==> src/rtl/temp_stats_reader.sv <==
// Scans the first N entries of the temperature BRAM, then publishes avg/max/min with a stats_valid pulse.
// Optional build macro TEMP_STATS_ROUND_EN: the average rounds half-up instead of truncating.
module temp_stats_reader #(
    parameter int unsigned DATA_W = 8,
    parameter int unsigned ADDR_W = 4,
    parameter int unsigned DEPTH  = 10,
    parameter int unsigned SUM_W  = 12
) (
    input  logic              clk,
    input  logic              rst_n,
    input  logic              start,
    input  logic [ADDR_W:0]   entry_count,
    output logic              rd_en,
    output logic [ADDR_W-1:0] rd_addr,
    input  logic [DATA_W-1:0] rd_data,
    output logic              busy,
    output logic              stats_valid,
    output logic [DATA_W-1:0] avg_temp,
    output logic [DATA_W-1:0] max_temp,
    output logic [DATA_W-1:0] min_temp
);

    localparam int unsigned CNT_W = $clog2(SUM_W + 1);
    localparam logic [ADDR_W:0] N_MAX = (ADDR_W + 1)'(DEPTH);

    localparam logic [2:0] S_IDLE  = 3'd0;
    localparam logic [2:0] S_READ  = 3'd1;
    localparam logic [2:0] S_DRAIN = 3'd2;
    localparam logic [2:0] S_DIV   = 3'd3;
    localparam logic [2:0] S_DONE  = 3'd4;

    logic [2:0]        r_state, w_state;
    logic [ADDR_W:0]   r_n, w_n;
    logic              r_rd_en, w_rd_en;
    logic [ADDR_W-1:0] r_rd_addr, w_rd_addr;
    logic              r_cap;
    logic [SUM_W-1:0]  r_sum, w_sum;
    logic [DATA_W-1:0] r_max, w_max;
    logic [DATA_W-1:0] r_min, w_min;
    logic [SUM_W-1:0]  r_quo, w_quo;
    logic [ADDR_W:0]   r_rem, w_rem;
    logic [CNT_W-1:0]  r_cnt, w_cnt;
    logic              r_busy, w_busy;
    logic              r_valid, w_valid;
    logic [DATA_W-1:0] r_avg, w_avg;
    logic [DATA_W-1:0] r_max_o, w_max_o;
    logic [DATA_W-1:0] r_min_o, w_min_o;

    logic [SUM_W-1:0]  w_fold_sum;
    logic [DATA_W-1:0] w_fold_max;
    logic [DATA_W-1:0] w_fold_min;
    logic [ADDR_W:0]   w_clamp;
    logic [ADDR_W+1:0] w_trial;
    logic [ADDR_W+1:0] w_diff;
    logic              w_sub_ok;

    // Fold of the sample returned by the BRAM this cycle
    assign w_fold_sum = r_sum + SUM_W'(rd_data);
    assign w_fold_max = (rd_data > r_max) ? rd_data : r_max;
    assign w_fold_min = (rd_data < r_min) ? rd_data : r_min;
    assign w_clamp    = (entry_count > N_MAX) ? N_MAX : entry_count;

    // Restoring divide step; remainder stays below N so it fits in ADDR_W+1 bits
    assign w_trial  = {r_rem, r_quo[SUM_W-1]};
    assign w_diff   = w_trial - {1'b0, r_n};
    assign w_sub_ok = (w_trial >= {1'b0, r_n});

    always_comb begin
        w_state   = r_state;
        w_n       = r_n;
        w_rd_en   = r_rd_en;
        w_rd_addr = r_rd_addr;
        w_sum     = r_sum;
        w_max     = r_max;
        w_min     = r_min;
        w_quo     = r_quo;
        w_rem     = r_rem;
        w_cnt     = r_cnt;
        w_valid   = 1'b0;
        w_avg     = r_avg;
        w_max_o   = r_max_o;
        w_min_o   = r_min_o;

        case (r_state)
            S_IDLE: begin
                if (start) begin
                    w_n = w_clamp;
                    if (w_clamp == '0) begin
                        w_quo   = '0;
                        w_max   = '0;
                        w_min   = '0;
                        w_state = S_DONE;
                    end else begin
                        w_sum     = '0;
                        w_max     = '0;
                        w_min     = '1;
                        w_rd_en   = 1'b1;
                        w_rd_addr = '0;
                        w_state   = S_READ;
                    end
                end
            end
            S_READ: begin
                if (r_cap) begin
                    w_sum = w_fold_sum;
                    w_max = w_fold_max;
                    w_min = w_fold_min;
                end
                if (r_rd_addr == ADDR_W'(r_n - (ADDR_W + 1)'(1))) begin
                    w_rd_en = 1'b0;
                    w_state = S_DRAIN;
                end else begin
                    w_rd_addr = r_rd_addr + ADDR_W'(1);
                end
            end
            S_DRAIN: begin
`ifdef TEMP_STATS_ROUND_EN
                w_sum = w_fold_sum + SUM_W'(r_n >> 1);
`else
                w_sum = w_fold_sum;
`endif
                w_max   = w_fold_max;
                w_min   = w_fold_min;
                w_cnt   = '0;
                w_state = S_DIV;
            end
            S_DIV: begin
                // First DIV cycle loads the dividend, then one quotient bit per cycle
                if (r_cnt == '0) begin
                    w_quo = r_sum;
                    w_rem = '0;
                end else begin
                    w_quo = {r_quo[SUM_W-2:0], w_sub_ok};
                    w_rem = (ADDR_W + 1)'(w_sub_ok ? w_diff : w_trial);
                end
                if (r_cnt == CNT_W'(SUM_W)) begin
                    w_state = S_DONE;
                end else begin
                    w_cnt = r_cnt + CNT_W'(1);
                end
            end
            S_DONE: begin
                w_avg   = r_quo[DATA_W-1:0];
                w_max_o = r_max;
                w_min_o = r_min;
                w_valid = 1'b1;
                w_state = S_IDLE;
            end
            default: begin
                w_rd_en = 1'b0;
                w_state = S_IDLE;
            end
        endcase

        w_busy = (w_state != S_IDLE);
    end

    always_ff @(posedge clk or negedge rst_n) begin
        if (!rst_n) begin
            r_state   <= S_IDLE;
            r_n       <= '0;
            r_rd_en   <= 1'b0;
            r_rd_addr <= '0;
            r_cap     <= 1'b0;
            r_sum     <= '0;
            r_max     <= '0;
            r_min     <= '1;
            r_quo     <= '0;
            r_rem     <= '0;
            r_cnt     <= '0;
            r_busy    <= 1'b0;
            r_valid   <= 1'b0;
            r_avg     <= '0;
            r_max_o   <= '0;
            r_min_o   <= '1;
        end else begin
            r_state   <= w_state;
            r_n       <= w_n;
            r_rd_en   <= w_rd_en;
            r_rd_addr <= w_rd_addr;
            r_cap     <= r_rd_en;
            r_sum     <= w_sum;
            r_max     <= w_max;
            r_min     <= w_min;
            r_quo     <= w_quo;
            r_rem     <= w_rem;
            r_cnt     <= w_cnt;
            r_busy    <= w_busy;
            r_valid   <= w_valid;
            r_avg     <= w_avg;
            r_max_o   <= w_max_o;
            r_min_o   <= w_min_o;
        end
    end

    assign rd_en       = r_rd_en;
    assign rd_addr     = r_rd_addr;
    assign busy        = r_busy;
    assign stats_valid = r_valid;
    assign avg_temp    = r_avg;
    assign max_temp    = r_max_o;
    assign min_temp    = r_min_o;

endmodule

==> config.mk <==
export PLATFORM = sky130hd
export DESIGN_NAME = temp_stats_reader
export DESIGN_NICKNAME = d
export VERILOG_FILES = /design/src/rtl/temp_stats_reader.sv
export SDC_FILE = /design/constraint.sdc
export NUM_CORES = 1
export LEC_CHECK = 0
export BUFFER_PORTS_ARGS = -buffer_cell sky130_fd_sc_hd__buf_2
export CORE_ASPECT_RATIO = 0.7
export CORE_MARGIN = 4
export CORE_UTILIZATION = 45
export DETAILED_ROUTE_END_ITERATION = 16
export PLACE_DENSITY = 0.75
export SLEW_MARGIN = 20
export SYNTH_ARGS = -nofsm -noshare
export SYNTH_HDL_FRONTEND = slang
export SYNTH_SLANG_ARGS = --single-unit
export TNS_END_PERCENT = 100
==> constraint.sdc <==
create_clock -name clk -period 2.1 [get_ports clk]
set_clock_uncertainty 0.15 [all_clocks]
set_input_delay 0.105 -clock clk [delete_from_list [all_inputs] [get_ports clk]]
set_output_delay 0.105 -clock clk [all_outputs]
set_load 0.01 [all_outputs]
==> impl_metrics.ini, run 1 <==
[detailed_routing]
wl_met2_um = 6240
wire_per_inst_um = 18.4
num_vias = 4111
vias_per_cell = 5.76
drc_errors = 0
wl_met3_um = 743
first_pass_iters = 4
wirelength_met1_um = 5860
top_layer_used = met4
ant_nets = 0
dr.first_iter.drc_count = 236
routed_wl_um = 13100

[finish]
drive_gt1_share_pct = 36.9
syn_to_final_growth_pct = 30.4
num_antenna_cells = 0
mostFrequentLayoutCell = dfrtp_1
final_cell_mix = 72 x dfrtp_1, 44 x buf_2, 43 x nand2_1
multi_input_area_um2 = 2740
num-fill-cells = 825
seq_area_um2 = 2250
post-route-util_pct = 61.1
fin_nets = 611

[yosys]
ys_seq_area_share_pct = 45.6
syn-num-nets = 511
synth_seq_cells = 89
syn_inst = 461
synth_area_um2 = 4920
synth_flop_cell = dfrtp_1
yosys_warnings = 0
synth_edf_count = 0
ys_types = 60
synth_area_per_cell_um2 = 10.7
async_flop_share_pct = 100

[setup_path]
r2r_start = r_sum[0]
critPathArrivalTime_ns = 2.29
start_kind = flop
slowest_stage = or4_4
critical_path.max_stage_delay_ns = 0.42
crit_fanout = 3
path_class = flop to flop
startpoint = r_sum[0]
crit_chain = ha_2 -> inv_2 -> fa_2 -> nand2b_4 -> a21oi_4 -> nor3_4 -> or4_4 -> a21oi_2
required_ns = 2.22
worst_setup_path_end_kind = flop

[grt]
grt_pass1_vias = 3899
grt_first_pass_wirelength_um = 19500
antenna_found_initial = 0
grt_remaining_overflow = 0
grt_usage_pct = 19.5
grt_max_degree = 44

[floorplan]
fp.dieH_um = 95.5
initial_core_util_pct = 46.8
die_area_um2 = 12700
io_pins = 47
coreArea_um2 = 10500
die_w_um = 133
rows = 31

[place]
dpl.hpwl_um = 8480
portBuffers = 46
gp_congestion = 0.879

[pwr]
p_int_w = 0.00600
peakVddDrop_mv = 0.993
netSwitchingFraction_pct = 40.0
power_density_nw_per_um2 = 1560
pwr-share-seq_pct = 28.5
switching_power_w = 0.00400
clkPwrFrac_pct = 17.5
p_comb_share_pct = 54.0
leakage_nw = 3.02

[clocking]
cts_tree = built
cts_max_level = 3
clk_pin_slew_worst_paths_ns = 0.06
cts_root_buf = clkbuf_16
cts_buffer_depth = 2
worstSkewPairLatency_ns = 0.35
clkSinkCount = 89
numCtsBuffers = 9

[sta]
finalSetupViolations = 10
fin_crit_sh_pct = 103
fin_ws_ns = -0.0630
hold_violations = 0
setup_tns_ns = -0.247
rsz0062_at_grt = true
max_freq_ghz = 0.462
tightest_slew_ns = 0.605
max_slew_margin_pct = 59.6
fin_crit_ns = 2.16
slew_viol_final = 0

[flow_run]
drv_cap = 0

[hold_path]
hold_start = entry_count[0]
hp-class = input pin to flop

[run_status]
status = complete, but fails checks
violations = setup timing
-- area by class of cell --
cell class              instances  area share (%)
inverters                      34            1.99
multi-input cells             322            42.7
flip-flops and latches         89            35.0
clock inverters                 6            1.42
clock buffers                  10            3.72
repair buffers                105            12.3
well taps                     148            2.88
-- final timing paths --
path / endpoint / slack, ns / depth (start not counted)
worst max-delay path: r_sum[8] / -0.06 / 8
worst min-delay path: r_n[0] / 0.02 / 3
worst max register to register: r_sum[8] / -0.06 / 8
worst min register to register: r_cap / 0.29 / 0
max in group asynchronous: min_temp[5] / 0.97 / 3
min in group asynchronous: avg_temp[6] / 0.16 / 2
-- cell families after synthesis --
family          count (synthesis)  share of synthesized area, %
xor+xnor                       10                          2.06
fa+ha+maj                      34                          8.95
flops                          89                          45.6
mux                            46                          9.99
compound gates                112                          15.8
simple gates                  120                          12.9
buf+inv                        50                          4.68
-- sequential cells by signal, summed over array words and instances, names as in the netlist --
register,flops
avg_temp,8
busy,1
max_temp,8
min_temp,8
r_cap,1
r_cnt,4
r_max,8
r_min,8
r_n,5
r_quo,12
r_rem,5
r_state,3
r_sum,12
rd_addr,4
rd_en,1
stats_valid,1
-- cell usage after synthesis (4+ instances only) --
library cell	instances	share of area (%)
nand2_1	43	3.3
dfstp_2	16	8.5
nor4_1	4	0.51
xnor2_1	6	1.1
o21ai_0	27	2.7
o31ai_1	6	0.91
inv_1	34	2.6
a21oi_1	23	2.3
nor2_1	15	1.1
o211ai_1	6	0.91
dfrtp_1	73	37
nand3_1	10	1.0
nand2b_1	6	0.76
a211oi_1	4	0.61
nor3_1	8	0.81
o41ai_1	4	0.71
ha_1	32	8.1
buf_2	10	1.0
mux2_2	25	5.7
nand4_1	5	0.64
buf_6	4	0.91
o221a_2	8	1.8
mux2i_1	21	4.3
nor2b_1	8	1.0
a21o_1	6	0.91
-- metrics by stage --
| step | cell area, µm² | hold slack [ns] | total power (W) | instances | worst slack [ns] |
|---|---|---|---|---|---|
| 6_report | 6420 | 0.0184 | 0.0100 | 714 | -0.0630 |
| 5_1_grt | 6420 | 0.0259 | 0.0106 | 714 | -0.121 |
| 4_1_cts | 6170 | 0.0126 | 0.00930 | 710 | -0.0169 |
| 3_5_place_dp | 5600 | -0.00738 | 0.00720 | 675 | -0.0947 |
| 3_3_place_gp | 5600 | -0.0104 | 0.00696 | 675 | -0.00295 |
| 2_1_floorplan | 4940 | -0.341 | 0.00578 | 461 | 0.0117 |
-- worst max-delay path: cells and delay by family, from the launching register on --
kind,cells,cell delay [ns]
AOI/OAI and AO/OA,2,0.30
buffers and inverters,1,0.04
and+or+nand+nor,3,0.66
adders and majority gates,2,0.55
DFF,1,0.39
-- per-layer routing --
layer	vias up	track usage (%)
li1	1885	-
met1	2064	27.7
met2	134	29.9
met3	28	3.96
met4	0	6.49
met5	-	0
-- power by group through the flow --
stage	Sequential [W]	Clock (W)	Combinational (W)
5_1_grt	0.00292	0.00186	0.00583
3_5_place_dp	0.00284	0	0.00436
3_3_place_gp	0.00281	0	0.00416
6_report	0.00285	0.00175	0.00540
2_1_floorplan	0.00274	0	0.00303
4_1_cts	0.00282	0.00178	0.00470
-- timing repair --
item	CTS	global route
resized for setup	14	43
endpoints found under the setup margin	16	34
setup buffers	6	4
hold buffers	13	0
endpoints found under the hold margin	45	0
pin swaps	12	17
Note: power is estimated with default switching activity, not from simulation.
==> run 2, diff against run 1 <==
Settings changed: ABC_AREA set to 1, GPL_ROUTABILITY_DRIVEN set to 0.
==> run 2 against run 1 <==
  * The flow now finishes without violations
  * Synthesized area increased by 1.2%
  * Worst hold slack improved by 0.017 ns
  * Final area decreased by 8.4%
  * Global-route usage decreased by 0.47 points
  * Maximum frequency increased by 6.6%
  * Register-to-register slack improved by 0.15 ns
  * Die area increased by 1.1%
  * Sequential share of layout area increased by 3.2 points
  * Non-clock buffer count decreased by 42
  * Wire length decreased by 9.8%
  * Core utilization decreased by 5.6 points
  * Cell count increased by 20%
  * Largest cell class unchanged
==> impl_metrics.ini, run 2 <==
[run_status]
status = complete, no violations

[setup_path]
reg2reg_depth = 10
crit_fanout = 3
reg2reg_setup_slack_ns = 0.09
crit_chain = dlygate4sd3_1 -> buf_4 -> ha_4 -> inv_1 -> fa_2 -> inv_1 -> nand3_1 -> nand2_2 -> nand2_1 -> nand2_2 -> nand3_1 -> nand2_1 -> nand2_1 -> nand2_1 -> inv_1
path_class = input pin to flop
critPathArrivalTime_ns = 2.12
slowest_stage = dlygate4sd3_1
required_ns = 2.19
r2r_start = r_min[5]
start_kind = input pin
worst_setup_path_end_kind = flop
r2r-end = r_min[5]
critical_path.max_stage_delay_ns = 0.56
crit_top_cell = nand2_1

[yosys]
synth_flop_cell = dfrtp_1
ys_seq_area_share_pct = 45.1
synth_edf_count = 0
ys_types = 38
yosys_warnings = 0
syn_inst = 637
synth_top_area_share_pct = 36.7
synth_seq_cells = 89
syn-num-nets = 687
synth.most_common_cell = nand2_1
synth_area_um2 = 4980
synth_compound_area_share_pct = 10.6
synthSimpleGateAreaFrac_pct = 26.2
async_flop_share_pct = 100
synthAdderAreaFrac_pct = 8.84
yosysTopAreaCell = dfrtp_1
synth-xor-area-share_pct = 1.58
synth.area.mux_share_pct = 0
yosys-top-cells-area = dfrtp_1 37%, nand2_1 13%, dfstp_2 8.4%
synth_area_per_cell_um2 = 7.82
synth_top_family_by_area = simple AND/OR/NAND/NOR gates
synthTopCellsByCount = 179 x nand2_1, 79 x inv_1, 73 x dfrtp_1, 62 x nor2_1, 59 x o21ai_0

[sta]
fin_ws_ns = 0.0704
slew_viol_final = 0
max_slew_margin_pct = 66.1
rsz0062_at_grt = true
fin_crit_sh_pct = 96.6
finalSetupViolations = 0
fin_crit_ns = 2.03
tightest_slew_ns = 0.506
max_freq_ghz = 0.493
hold_violations = 0

[clocking]
clkSinkCount = 89
cts_setup_buffers = 0
clk_pin_slew_worst_paths_ns = 0.06
cts_tree = built
numCtsBuffers = 9
cts_root_buf = clkbuf_16
cts_max_level = 3
cts_buffer_depth = 2
worstSkewPairLatency_ns = 0.34

[pwr]
power_density_nw_per_um2 = 1460
peakVddDrop_mv = 0.623
leakage_nw = 3.08
total_power_w = 0.00859

[finish]
num_antenna_cells = 0
instances_no_fill = 854
final_cell_mix = 172 x nand2_1, 79 x inv_1, 73 x dfrtp_1
finish.instance_area_um2 = 5880
syn_to_final_growth_pct = 18.0
fin_nets = 751
reg_top3 = r_quo: 12 flops, r_sum: 12 flops
num-fill-cells = 946
mostFrequentLayoutCell = nand2_1
drive_gt1_share_pct = 17.0

[detailed_routing]
num_vias = 4340
routed_wl_um = 11800
first_pass_iters = 5
ant_nets = 0
dr.first_iter.drc_count = 439
drc_errors = 0
wire_per_inst_um = 13.8
vias_per_cell = 5.08

[place]
dpl.hpwl_um = 9120
portBuffers = 46
dpl_cell_area_um2 = 5440
dp.cells = 831
dp_slack_ns = -0.0187

[flow_run]
drv_cap = 0

[grt]
grt_remaining_overflow = 0
grt_pass1_vias = 4111
grt_usage_pct = 19.0
antenna_found_initial = 0
grt_first_pass_wirelength_um = 19300
grt_max_degree = 37

[floorplan]
die_area_um2 = 12800
initial_core_util_pct = 47.1
coreArea_um2 = 10600
die_w_um = 134
rows = 31
io_pins = 47
fp.dieH_um = 96.0

[hold_path]
worstHoldEndpoint = r_min[6]
hold_path_depth = 5
hold_start = rd_data[6]
hp-class = input pin to flop
==> run 2: cell count changes after synthesis, moves of 25 or more <==
cell and delta:
inv_1 +45, mux2_2 -25, nand2_1 +136, nand3_1 +31, nor2_1 +47, o21ai_0 +32
==> run 2: area by class of cell <==
type	count	area [µm²]	area share [%]
inverters	86	323	5.49
clock buffers	9	225	3.83
multi-input cells	452	2400	40.7
repair buffers	63	405	6.89
well taps	148	185	3.15
clock inverters	7	98.8	1.68
flip-flops and latches	89	2250	38.2
==> run 2: report_power, final <==
group | leakage [nW] | internal (W) | switching, W
logic | 1.81 | 0.00144 | 0.00260
clock network | 0.157 | 0.00105 | 0.000694
registers | 1.11 | 0.00237 | 0.000436
==> run 2: metrics by stage <==
| stage | hold WS [ns] | TNS, ns | util (%) |
|---|---|---|---|
| floorplan | -0.341 | 0 | - |
| global placement | -0.0497 | 0 | 51.4 |
| detailed placement | -0.0513 | -0.0187 | 51.4 |
| CTS | 0.0223 | 0 | 55.2 |
| global route | 0.0556 | -0.0651 | 55.5 |
| finish | 0.0354 | 0 | 55.5 |
==> run 2: routing by layer <==
layer,GRT usage (%),up-vias,part of all wire [%]
met5,0,-,0
met4,5.91,0,1.7
met3,4.28,20,7.2
met2,30.0,141,44
met1,26.3,2007,47
li1,-,2172,-
==> run 2: cells by family (layout without fill, tap and decap cells) <==
logic type | Yosys count | after routing
flip-flops | 89 | 89
AND/OR/NAND/NOR | 310 | 310
AO/OA/AOI/OAI | 99 | 99
XOR/XNOR | 9 | 9
buffers and inverters | 96 | 165
adder cells (fa/ha/maj) | 34 | 34
==> run 2: worst max path at each step <==
stage / slack (ns) / from / endpoint / depth (start not counted)
2_1_floorplan: 0.18 / r_n[0] / r_rem[0] / 9
3_3_place_gp: 0.1 / r_n[0] / r_rem[0] / 9
3_5_place_dp: -0.02 / r_n[0] / r_rem[0] / 9
4_1_cts: 0.04 / rd_data[0] / r_sum[10] / 15
5_1_grt: -0.07 / rd_data[0] / r_sum[10] / 15
6_report: 0.07 / rd_data[0] / r_sum[10] / 15
==> run 2: critical path, delay by kind of cell <==
family	cells	cell delay [ns]
buffers and inverters	5	0.86
and+or+nand+nor	8	0.62
adders and majority gates	2	0.52
==> run 2: what timing repair did <==
item                                    4_1_cts  5_1_grt
endpoints found under the setup margin        1       25
gates resized for setup                       1       12
hold buffers                                  7        0
pin swaps                                     0        2
hold endpoints to repair                     68        0
==> run 3, diff against run 2 <==
Settings changed: GPL_TIMING_DRIVEN set to 0, RECOVER_POWER set to 100.
==> run 3 against run 2 <==
  * First-iteration DRC count is 7.7% lower
  * Flip-flop and latch count unchanged
  * Worst hold slack got worse by 0.033 ns
  * Die area stayed put
  * Critical path type is now flop to flop
  * Wire length up 0.12%
==> impl_metrics.ini, run 3 (synthesis results as in run 2) <==
[detailed_routing]
first_pass_iters = 5
wirelength_met1_um = 5900
dr.first_iter.drc_count = 405
wl_met2_um = 5090
ant_nets = 0
num_vias = 4319
wire_per_inst_um = 13.9
vias_per_cell = 5.06
top_layer_used = met4
drc_errors = 0
wl_met3_um = 740
routed_wl_um = 11800

[grt]
antenna_found_initial = 0
grt_pass1_vias = 4021
grt_usage_pct = 19.4
grt_first_pass_wirelength_um = 20000
grt_remaining_overflow = 0
grt_max_degree = 59

[run_status]
status = complete, no violations

[sta]
fin_crit_ns = 2.05
tightest_slew_ns = 0.860
max_freq_ghz = 0.487
finalSetupViolations = 0
slew_viol_final = 0
max_slew_margin_pct = 42.7
fin_ws_ns = 0.0454
hold_violations = 0
fin_crit_sh_pct = 97.8
setup_tns_ns = 0

[finish]
num_antenna_cells = 0
syn_to_final_growth_pct = 16.0
final_cell_mix = 172 x nand2_1, 80 x inv_1, 73 x dfrtp_1
finish.instance_area_um2 = 5780
instances_no_fill = 853
fin_nets = 750
mostFrequentLayoutCell = nand2_1
reg_top3 = r_quo: 12 flops, r_sum: 12 flops
drive_gt1_share_pct = 12.3

[clocking]
cts_root_buf = clkbuf_16
worstSkewPairLatency_ns = 0.34
clkSinkCount = 89
numCtsBuffers = 9
cts_buffer_depth = 2
cts_max_level = 3
clk_pin_slew_worst_paths_ns = 0.07
cts_tree = built

[setup_path]
critPathArrivalTime_ns = 2.12
required_ns = 2.17
path_class = flop to flop
worst_setup_path_end_kind = flop
start_kind = flop
crit_fanout = 8

[hold_path]
hp-class = input pin to flop

[floorplan]
coreArea_um2 = 10600
initial_core_util_pct = 47.1
die_area_um2 = 12800
rows = 31
fp.dieH_um = 96.0
die_w_um = 134
io_pins = 47

[place]
dp.cells = 832
dpl.hpwl_um = 8840
portBuffers = 46
dp_slack_ns = -0.0967
dpl_cell_area_um2 = 5430

[pwr]
peakVddDrop_mv = 0.646
power_density_nw_per_um2 = 1470
total_power_w = 0.00848
leakage_nw = 2.92

[flow_run]
drv_cap = 0
==> run 3: routing by layer <==
metal / vias up / GRT usage (%)
met3: 10 / 4.08
li1: 2180 / -
met1: 1995 / 29.1
met2: 134 / 29.1
met5: - / 0
met4: 0 / 4.37
==> run 3: worst paths after layout <==
path,start,slack [ns],cells after the start,end
worst max-delay path,r_n[0],0.05,9,r_rem[0]
worst min-delay path,rd_data[0],0.003,3,r_sum[0]
worst max register to register,r_n[0],0.05,9,r_rem[0]
worst min register to register,rd_en,0.26,0,r_cap
max in group asynchronous,rst_n,0.73,3,r_min[2]
min in group asynchronous,rst_n,0.26,2,rd_addr[1]
==> run 3: worst max-delay path, stage by stage, from the launching register on <==
cell and delay (ns):
dfrtp_1 0.43, ha_2 0.23, fa_2 0.36, nand3b_1 0.17, nand2_1 0.12, nand2_2 0.11
nand2_4 0.14, nand2_1 0.06, nand3_1 0.08, o21ai_0 0.09
==> run 3: timing repair <==
item / in CTS / in global routing
endpoints found under the hold margin: 79 / 0
gates resized for setup: 3 / 12
setup buffers: 0 / 1
hold buffers: 4 / 0
endpoints found under the setup margin: 7 / 23
==> run 3: where the power goes <==
part	total [W]	internal, W	switching, W
Sequential	0.00281	0.00237	0.000443
Combinational	0.00406	0.00145	0.00262
Clock	0.00161	0.000922	0.000684
==> run 3: per-stage QoR <==
| stage | utilization (%) | hold slack (ns) |
|---|---|---|
| CTS | 54.5 | 0.00116 |
| global route | 54.6 | 0.0150 |
| floorplan | - | -0.341 |
| finish | 54.6 | 0.00274 |
| detailed placement | 51.3 | -0.0657 |
| global placement | 51.0 | 0.184 |
==> run 3: layout make-up <==
type,count,area (µm²)
inverters,86,323
fillers,966,4810
clock inverters,7,71.3
multi-input cells,452,2400
plain buffers,10,57.6
well taps,148,185
flip-flops and latches,89,2250
repair buffers,52,268
clock buffers,9,225
